`config.mk`:
```
export PLATFORM = sky130hd
export DESIGN_NAME = reset_sequencer
export DESIGN_NICKNAME = d
export VERILOG_FILES = /design/src/rtl/reset_seq_pkg.sv /design/src/rtl/reset_seq_timer.sv /design/src/rtl/reset_sequencer.sv
export SDC_FILE = /design/constraint.sdc
export NUM_CORES = 1
export LEC_CHECK = 0
export ABC_AREA = 1
export CELL_PAD_IN_SITES_DETAIL_PLACEMENT = 1
export CELL_PAD_IN_SITES_GLOBAL_PLACEMENT = 1
export CORE_MARGIN = 3
export CORE_UTILIZATION = 45
export DETAILED_ROUTE_END_ITERATION = 16
export PLACE_DENSITY = 0.94
export SYNTH_ARGS = -nofsm -noshare
export SYNTH_HDL_FRONTEND = slang
export SYNTH_SLANG_ARGS = --single-unit
```
`constraint.sdc`:
```
create_clock -name OSC_50 -period 2.9 [get_ports OSC_50]
set_input_delay 0.725 -clock OSC_50 [delete_from_list [all_inputs] [get_ports OSC_50]]
set_output_delay 0.725 -clock OSC_50 [all_outputs]
set_load 0.05 [all_outputs]
```
`src/rtl/reset_seq_pkg.sv`:
```
// Shared types and defaults for the reset sequencer.
// Default build leaves the DONE-state ack monitor (RESET_SEQ_ACK_MONITOR_EN) disabled.
package reset_seq_pkg;

  typedef enum logic [1:0] {
    ST_DELAY    = 2'd0,
    ST_WAIT_ACK = 2'd1,
    ST_DONE     = 2'd2,
    ST_FAULT    = 2'd3
  } seq_state_t;

  localparam int FAULT_IDX_W = 3;
  localparam int MAX_STAGES  = 8;

  // 50 MHz defaults: 1 ms settle per stage, 100 ms ack window.
  localparam int DEF_NUM_STAGES  = 4;
  localparam int DEF_STAGE_DELAY = 50000;
  localparam int DEF_ACK_TIMEOUT = 5000000;
  localparam int DEF_CNT_W       = 32;

  function automatic logic [FAULT_IDX_W-1:0] lowest_zero(input logic [MAX_STAGES-1:0] v);
    lowest_zero = '0;
    for (int i = MAX_STAGES - 1; i >= 0; i--) begin
      if (!v[i]) lowest_zero = FAULT_IDX_W'(i);
    end
  endfunction

endpackage

```
`src/rtl/reset_seq_timer.sv`:
```
// Up-counter shared by the settle delay and the ack timeout; tc is high for the
// single enabled cycle in which the count equals the supplied terminal value.
module reset_seq_timer
  import reset_seq_pkg::*;
#(
  parameter int CNT_W = DEF_CNT_W
) (
  input  logic             clk,
  input  logic             rst_n,
  input  logic             clr,
  input  logic             en,
  input  logic [CNT_W-1:0] term,
  output logic             tc
);

  logic [CNT_W-1:0] count;

  always_ff @(posedge clk) begin
    if (!rst_n || clr) begin
      count <= '0;
    end else if (en) begin
      count <= count + CNT_W'(1);
    end
  end

  assign tc = en && (count == term);

endmodule

```
`src/rtl/reset_sequencer.sv`:
```
// Ordered, acknowledged release of NUM_STAGES active-low reset domains.
// Optional: define RESET_SEQ_ACK_MONITOR_EN to fault when an ack drops after DONE.
module reset_sequencer
  import reset_seq_pkg::*;
#(
  parameter int NUM_STAGES  = DEF_NUM_STAGES,
  parameter int STAGE_DELAY = DEF_STAGE_DELAY,
  parameter int ACK_TIMEOUT = DEF_ACK_TIMEOUT,
  parameter int CNT_W       = DEF_CNT_W
) (
  input  logic                   OSC_50,
  input  logic                   RESET_N,
  input  logic                   FORCE_RST,
  input  logic [NUM_STAGES-1:0]  STAGE_ACK,
  output logic [NUM_STAGES-1:0]  RST_N_OUT,
  output logic                   SEQ_DONE,
  output logic                   SEQ_FAULT,
  output logic [FAULT_IDX_W-1:0] FAULT_STAGE,
  output seq_state_t             dbg_state
);

  localparam logic [CNT_W-1:0]       DELAY_TC = CNT_W'(STAGE_DELAY - 1);
  localparam logic [CNT_W-1:0]       ACK_TC   = CNT_W'(ACK_TIMEOUT - 1);
  localparam logic [FAULT_IDX_W-1:0] LAST_IDX = FAULT_IDX_W'(NUM_STAGES - 1);

  // Handshake: STAGE_ACK[i] is a level "stage i is up" indication. It is only
  // looked at while waiting on stage i (first look is one cycle after release);
  // a high level there is accepted on that edge, even on the timeout edge.
  seq_state_t                state;
  logic [FAULT_IDX_W-1:0]    idx;
  logic [MAX_STAGES-1:0]     ack_ext;
  logic [NUM_STAGES-1:0]     stage_sel;
  logic                      ack_now;
  logic                      tmr_clr;
  logic                      tmr_en;
  logic [CNT_W-1:0]          tmr_term;
  logic                      tmr_tc;

  always_comb begin
    ack_ext   = '1;
    stage_sel = '0;
    for (int i = 0; i < NUM_STAGES; i++) begin
      ack_ext[i]   = STAGE_ACK[i];
      stage_sel[i] = (idx == FAULT_IDX_W'(i));
    end
  end

  assign ack_now  = ack_ext[idx];
  assign tmr_en   = (state == ST_DELAY) || (state == ST_WAIT_ACK);
  assign tmr_term = (state == ST_DELAY) ? DELAY_TC : ACK_TC;
  assign tmr_clr  = FORCE_RST
                 || ((state == ST_DELAY) && tmr_tc)
                 || ((state == ST_WAIT_ACK) && ack_now);

  reset_seq_timer #(
    .CNT_W (CNT_W)
  ) u_timer (
    .clk   (OSC_50),
    .rst_n (RESET_N),
    .clr   (tmr_clr),
    .en    (tmr_en),
    .term  (tmr_term),
    .tc    (tmr_tc)
  );

  always_ff @(posedge OSC_50) begin
    if (!RESET_N || FORCE_RST) begin
      state       <= ST_DELAY;
      idx         <= '0;
      RST_N_OUT   <= '0;
      SEQ_DONE    <= 1'b0;
      SEQ_FAULT   <= 1'b0;
      FAULT_STAGE <= '0;
    end else begin
      case (state)
        ST_DELAY: begin
          if (tmr_tc) begin
            RST_N_OUT <= RST_N_OUT | stage_sel;
            state     <= ST_WAIT_ACK;
          end
        end
        ST_WAIT_ACK: begin
          if (ack_now) begin
            if (idx == LAST_IDX) begin
              SEQ_DONE <= 1'b1;
              state    <= ST_DONE;
            end else begin
              idx   <= idx + FAULT_IDX_W'(1);
              state <= ST_DELAY;
            end
          end else if (tmr_tc) begin
            RST_N_OUT   <= '0;
            SEQ_FAULT   <= 1'b1;
            FAULT_STAGE <= idx;
            state       <= ST_FAULT;
          end
        end
        ST_DONE: begin
`ifdef RESET_SEQ_ACK_MONITOR_EN
          if (ack_ext != '1) begin
            RST_N_OUT   <= '0;
            SEQ_DONE    <= 1'b0;
            SEQ_FAULT   <= 1'b1;
            FAULT_STAGE <= lowest_zero(ack_ext);
            state       <= ST_FAULT;
          end
`else
          state <= ST_DONE;
`endif
        end
        default: begin
          state <= ST_FAULT;
        end
      endcase
    end
  end

  assign dbg_state = state;

endmodule
```
==> results by group <==
Yosys
  – Area leader, netlist: dfxtp_1
  – Mux contribution to synthesized area: 0.00397
  – Post-Syn Area per Cell: just under 7 µm²
  – Complex-gate fraction of the synthesized area: 0.0561
  – Cell area after synthesis: between 2000 and 3000 µm²
  – Seq/Total Area, Yosys: 0.365
  – Yosys reg bits: 46
  – Syn nets: 378
  – Area share of and/or/nand/nor cells after synthesis: 0.375
  – Synth Area in Adders: 0.0298
  – Synth warnings: 0
  – Yosys cell types: 25
  – Main combinational cell family by area after synthesis: simple AND/OR/NAND/NOR gates
  – Top cells by area, synth: dfxtp_1, nand2_1, nor2_1
  – Cells after synthesis: ~370
  – Xor and xnor area share after synthesis: 0.0695
  – Post-synth top area share: 0.365

Clock network
  – H-tree depth: 2
  – Later-pin clock latency in the skew report: 0.31 ns
  – Hold-fix buffers at CTS: 0
  – CTS root buffer: clkbuf_8
  – Number of sinks on the clock net: 46
  – TritonCTS buffer count: 5
  – Number of gates resized after cts: 0
  – Clk buf depth: 2
  – CTS tree: yes
  – Clock transition at path regs: ~0.090 ns
  – Setup Buffers After CTS: 0

Floorplanning
  – Site Rows: 26
  – Core box area: between 5000 and 6000 µm²
  – Die area: around 6500 µm²
  – Initial Util: 0.478
  – Die Ht: just over 80 µm
  – Die X: 80.9 µm
  – Io pins: 18

Worst setup path
  – CP max FO: 8
  – Worst EP required: approximately 2.2 ns
  – Cells along the critical path: clkdlybuf4s50_1
  – Crit path launch type: flop
  – Kind of critical path: reg -> out
  – Reg2Reg Setup Slack: approximately 0.49 ns
  – Critical-path top delay cell: clkdlybuf4s50_1
  – Top delay family on crit path: buffers and inverters
  – CP Data Arrival Time: approximately 1.8 ns
  – CP bufs+invs: 1
  – R2r worst-path depth: 9
  – R2r endpoint: u_timer.count[7]
  – Reg2reg start: dbg_state[1]
  – CP max stage delay: between 0.8 and 0.9 ns
  – Critical path endpoint category: output port

Routing
  – Routed Wire Length: roughly 6.8 mm
  – Routed via count: 2292
  – DR pass1 iterations: 4
  – Wire per inst: approximately 15 µm
  – Drc violations: 0
  – Final antenna-violating net count: 0
  – Vias per inst: 5.02
  – Initial DRC count: 102

Power
  – Pleak: between 1 and 1.5 nW
  – Total chip power: roughly 0.0011 W
  – Maximum vdd drop: between 0.0002 and 0.0003 V
  – PD cells: 382 nW/µm²

Run status
  – Status: completed

STA
  – Final Cycle Share: 0.862
  – RSZ-0062 raised after global routing: no
  – Fin crit period: 2.50 ns
  – Worst-margin pin slew: between 0.7 and 0.8 ns
  – Setup violations, final: 0
  – Clock Skews: just under 0.009 ns
  – Worst setup margin: 0.401 ns
  – Max Slew Vio Count: 0
  – Total negative slack: 0 ns
  – Final hold vios: 0
  – Headroom to the max-slew limit: 0.471
  – Max frequency: roughly 0.4 GHz

Final layout
  – FILL cells: roughly 730
  – Register Area: 921 µm²
  – Final nets: 399
  – Layout cells sized above 1: 0.0517
  – Ant. Diodes: 0
  – Non-Filler Instances: around 460
  – Synthesis-to-finish area growth: 12.4%
  – Multi-input logic area: between 1000 and 1500 µm²
  – Final instance area: between 2000 and 3000 µm²

Global route
  – GRT overflow: 0
  – First-pass GRT wire length: approximately 12 mm
  – Initial antenna violation count: 0
  – Largest net degree at the start of global routing: 33
  – Vias in the first global route: ~2500
  – Total global-route track usage: 0.225

Placed design
  – Dpl hpwl: approximately 5 mm
  – Pre-CTS WS: around 0.37 ns
  – GPL Wtd Cong: 0.844
  – Placed cell areas: ~2700 µm²
  – Port buffer count: 17
  – # placed instances: 449

Min path
  – Hold depth: 2
  – Worst Hold Class: reg -> reg
  – Hold Path End: FAULT_STAGE[2]
  – HP Start: FAULT_STAGE[2]

Flow run
  – Max Cap Viol: 0
-- final cells by class --
type,instances,area share
clock buffer,7,0.0305
clock inverter,1,0.00177
inverter,54,0.0733
multi-input combinational,261,0.476
sequential,46,0.325
tap,70,0.0309
timing repair buffer,18,0.0627
-- how the worst max path moves through the flow --
stage | from | end | slack, ns | cells after the start
after CTS | dbg_state[1] | dbg_state[1] | 0.41 | 1
after global placement | STAGE_ACK[1] | u_timer.count[30] | 0.52 | 9
after detailed placement | STAGE_ACK[1] | u_timer.count[7] | 0.37 | 9
after global routing | dbg_state[1] | u_timer.count[7] | 0.31 | 9
final | dbg_state[1] | dbg_state[1] | 0.40 | 1
after floorplan | dbg_state[1] | u_timer.count[13] | 0.96 | 11
-- kinds of logic after synthesis --
| kind of cell | count (synthesis) |
|---|---|
| adder cells (fa/ha/maj) | 6 |
| AO/OA/AOI/OAI | 24 |
| multiplexers | 1 |
| XOR/XNOR | 20 |
| buffers and inverters | 58 |
| AND/OR/NAND/NOR | 210 |
| flip-flops | 46 |
-- sequential cells by signal (all words and copies together), names as in the netlist --
name           flops
u_timer.count     32
RST_N_OUT          4
FAULT_STAGE        3
idx                3
dbg_state          2
SEQ_DONE           1
SEQ_FAULT          1
-- synth_stat cells --
cell      number
o21bai_4       1
nand3b_4       1
a21boi_0       1
nand3b_1       2
nand4_4        1
xor2_1        17
nor2_1        77
mux2i_1        1
o21a_1         2
nand4_1       11
inv_1         53
nor3_4         1
inv_6          1
a21oi_1       13
o21ai_0        7
nor4_1         1
nand2_1       80
nor2_4         4
nand3_1       20
dfxtp_1       46
ha_1           6
xnor2_1        3
nor3_1         9
buf_6          4
nand2_2        3
-- cell usage in the layout (no fill, tap or decap), drive strengths merged --
master,instances
clkinv,1
mux2i,1
ha,6
nand2,83
clkbuf,7
buf,1
a21boi,1
dfxtp,46
nor2,81
o21bai,1
nand4,12
nor4,1
xor2,17
o21a,2
a21oi,13
inv,54
xnor2,3
o21ai,7
nand3b,3
nor3,10
clkdlybuf4s50,17
nand3,20
-- stage by stage --
stage / hold slack [ns] / utilization
floorplan: 0.496 / -
global placement: 0.418 / 0.520
detailed placement: 0.430 / 0.520
CTS: 0.441 / 0.538
global route: 0.479 / 0.538
finish: 0.435 / 0.538
-- report_power, final --
group	total, W	switching, W	internal [W]
sequential	0.000634	0.00000127	0.000632
combinational	0.0000327	0.0000187	0.0000140
clock	0.000416	0.000224	0.000193
total	0.00108	0.000244	0.000839
-- metal layers --
metal | vias to the layer above | wire length, µm | track usage
met2 | 38 | 3400 | 0.406
met5 | - | 0 | 0
li1 | 1173 | - | -
met1 | 1065 | 3020 | 0.269
met4 | 0 | 155 | 0.0794
met3 | 16 | 195 | 0.0355
Note: power is estimated with default switching activity, not from simulation.
==> RTL edit, RTL diff (same flow settings) <==
Set the package constant `DEF_CNT_W` to 64 (it was 32).
--- a/src/rtl/reset_seq_pkg.sv
+++ b/src/rtl/reset_seq_pkg.sv
@@ -17,5 +17,5 @@
   localparam int DEF_STAGE_DELAY = 50000;
   localparam int DEF_ACK_TIMEOUT = 5000000;
-  localparam int DEF_CNT_W       = 32;
+  localparam int DEF_CNT_W       = 64;
 
   function automatic logic [FAULT_IDX_W-1:0] lowest_zero(input logic [MAX_STAGES-1:0] v);
Behaviour: same outputs for any inputs over 10 cycles, from zero or initial values; that may be too few to reach the edited logic, so the function may still have changed.
==> RTL edit against the original RTL <==
Clock skew is 2.9 ps higher. Wire length rose by 110%. Global-route usage rose by 4.0 points. Setup slack worse by 96 ps. Hold slack worse by 1.4 ps. Synthesized area rose by 84%. Sequential cell count increased by 32. Design area grew 81%. Total power is 70% higher.
==> RTL edit: results <==
status:
  run_status: "complete, no violations"
cells_and_area:
  multi_input_area_um2: 2661
  final_layout_size_suffix_gt1_share_pct: 5.828
  filler_cell_count: 1402
  multiInputCombCellCount: 547
  utilization_pct: 51.60
  numSequentialCells: 78
  nonClkBufAreaFrac_pct: 4.160
  registers_with_the_highest_flip_flop_counts: "u_timer.count x64, RST_N_OUT x4"
  clkbuf_count: 12
  num-nonclk-inverters: 95
  final.signal_buffer_count: 21
  layout.area.seq_um2: 1562
detailed_routing:
  vias_per_cell: 5.440
  drtIter0Drc: 231
  number_of_search_and_repair_iterations_in_the_first_detailed_routing_pass: 5
  drt-total-wl_um: 14240
  route.met2.wl_um: 7035
  dr_total_vias: 4831
  routed-wl-met3_um: 794
global_route:
  groute.layer.met2.usage_pct: 46.60
  grt_max_degree: 39
  grt_pass1_wl_um: 24360
  met3_usage_pct: 3.899
  grt_util_all_layers_pct: 26.53
  met1_usage_pct: 32.39
placed_design:
  post-place-ws_ps: 211.7
  detailed_place.area_um2: 4959
  gp_congestion: 0.9394
  dp.cells: 874
  post-dp-hpwl_um: 11320
critical_path:
  r2r-end: "u_timer.count[42]"
  worst-endpoint-arrival_ps: 1870
  r2r.worst_path.cells: 10
  worst_reg_to_reg_setup_slack_ps: 770
  critical_path.startpoint: "dbg_state[1]"
hold_path:
  hold_path_startpoint: "FAULT_STAGE[2]"
yosys:
  syn-num-nets: 741
  number_of_distinct_standard_cells_referenced_by_the_synthesized_netlist: 32
  adder_and_majority_cell_fraction_of_the_synthesized_area_pct: 1.621
  post_synthesis_sequential_area_ratio_pct: 33.71
  netlist_top_cells_count: "sky130_fd_sc_hd__nor2_1 (171), sky130_fd_sc_hd__nand2_1 (165), sky130_fd_sc_hd__inv_1 (93)"
  synthesized_area_fraction_occupied_by_xor_and_xnor_cells_pct: 7.753
  synth.avg_cell_area_um2: 6.363
  synth_area_leaders: "sky130_fd_sc_hd__dfxtp_1 (34%), sky130_fd_sc_hd__nor2_1 (14%), sky130_fd_sc_hd__nand2_1 (13%), sky130_fd_sc_hd__inv_1 (7.5%), sky130_fd_sc_hd__xor2_1 (5.7%)"
clock_tree:
  clock_latency_ps: 360
  h-tree-depth: 3
  cts-buffers-inserted: 9
die:
  placement_rows: 36
pwr:
  switching_power_uw: 428.2
  ir_worst_vdd_mv: 0.1761
sta:
  setup_ws_ps: 304.5
  finClkSkew_ps: 11.61
  worst_hold_slack_ps: 433.7
==> RTL edit: cell count changes after synthesis, sizes merged, moves of 17 or more <==
cell | unedited run | this run
nor3 | 10 | 27
inv | 54 | 95
nand2 | 83 | 168
dfxtp | 46 | 78
nand4 | 12 | 30
nand3 | 20 | 45
nor2 | 81 | 187
==> RTL edit: critical path, delay by kind of cell, from the launching register on <==
family	cells	cell delay, ps
buffers and inverters	2	1070
DFF	1	450
==> RTL edit: power by group through the flow <==
stage          logic (mW)  clock network (mW)  registers [mW]
6_report           0.0461               0.722            1.07
5_1_grt            0.0505               0.786            1.07
4_1_cts            0.0464               0.742            1.07
3_5_place_dp       0.0462                   0            1.10
3_3_place_gp       0.0438                   0            1.10
2_1_floorplan      0.0285                   0            1.10
==> RTL edit: kinds of logic after synthesis <==
group           count (synthesis)
xor+xnor                       41
fa+ha+maj                       6
simple gates                  468
flops                          78
compound gates                 32
buf+inv                       103
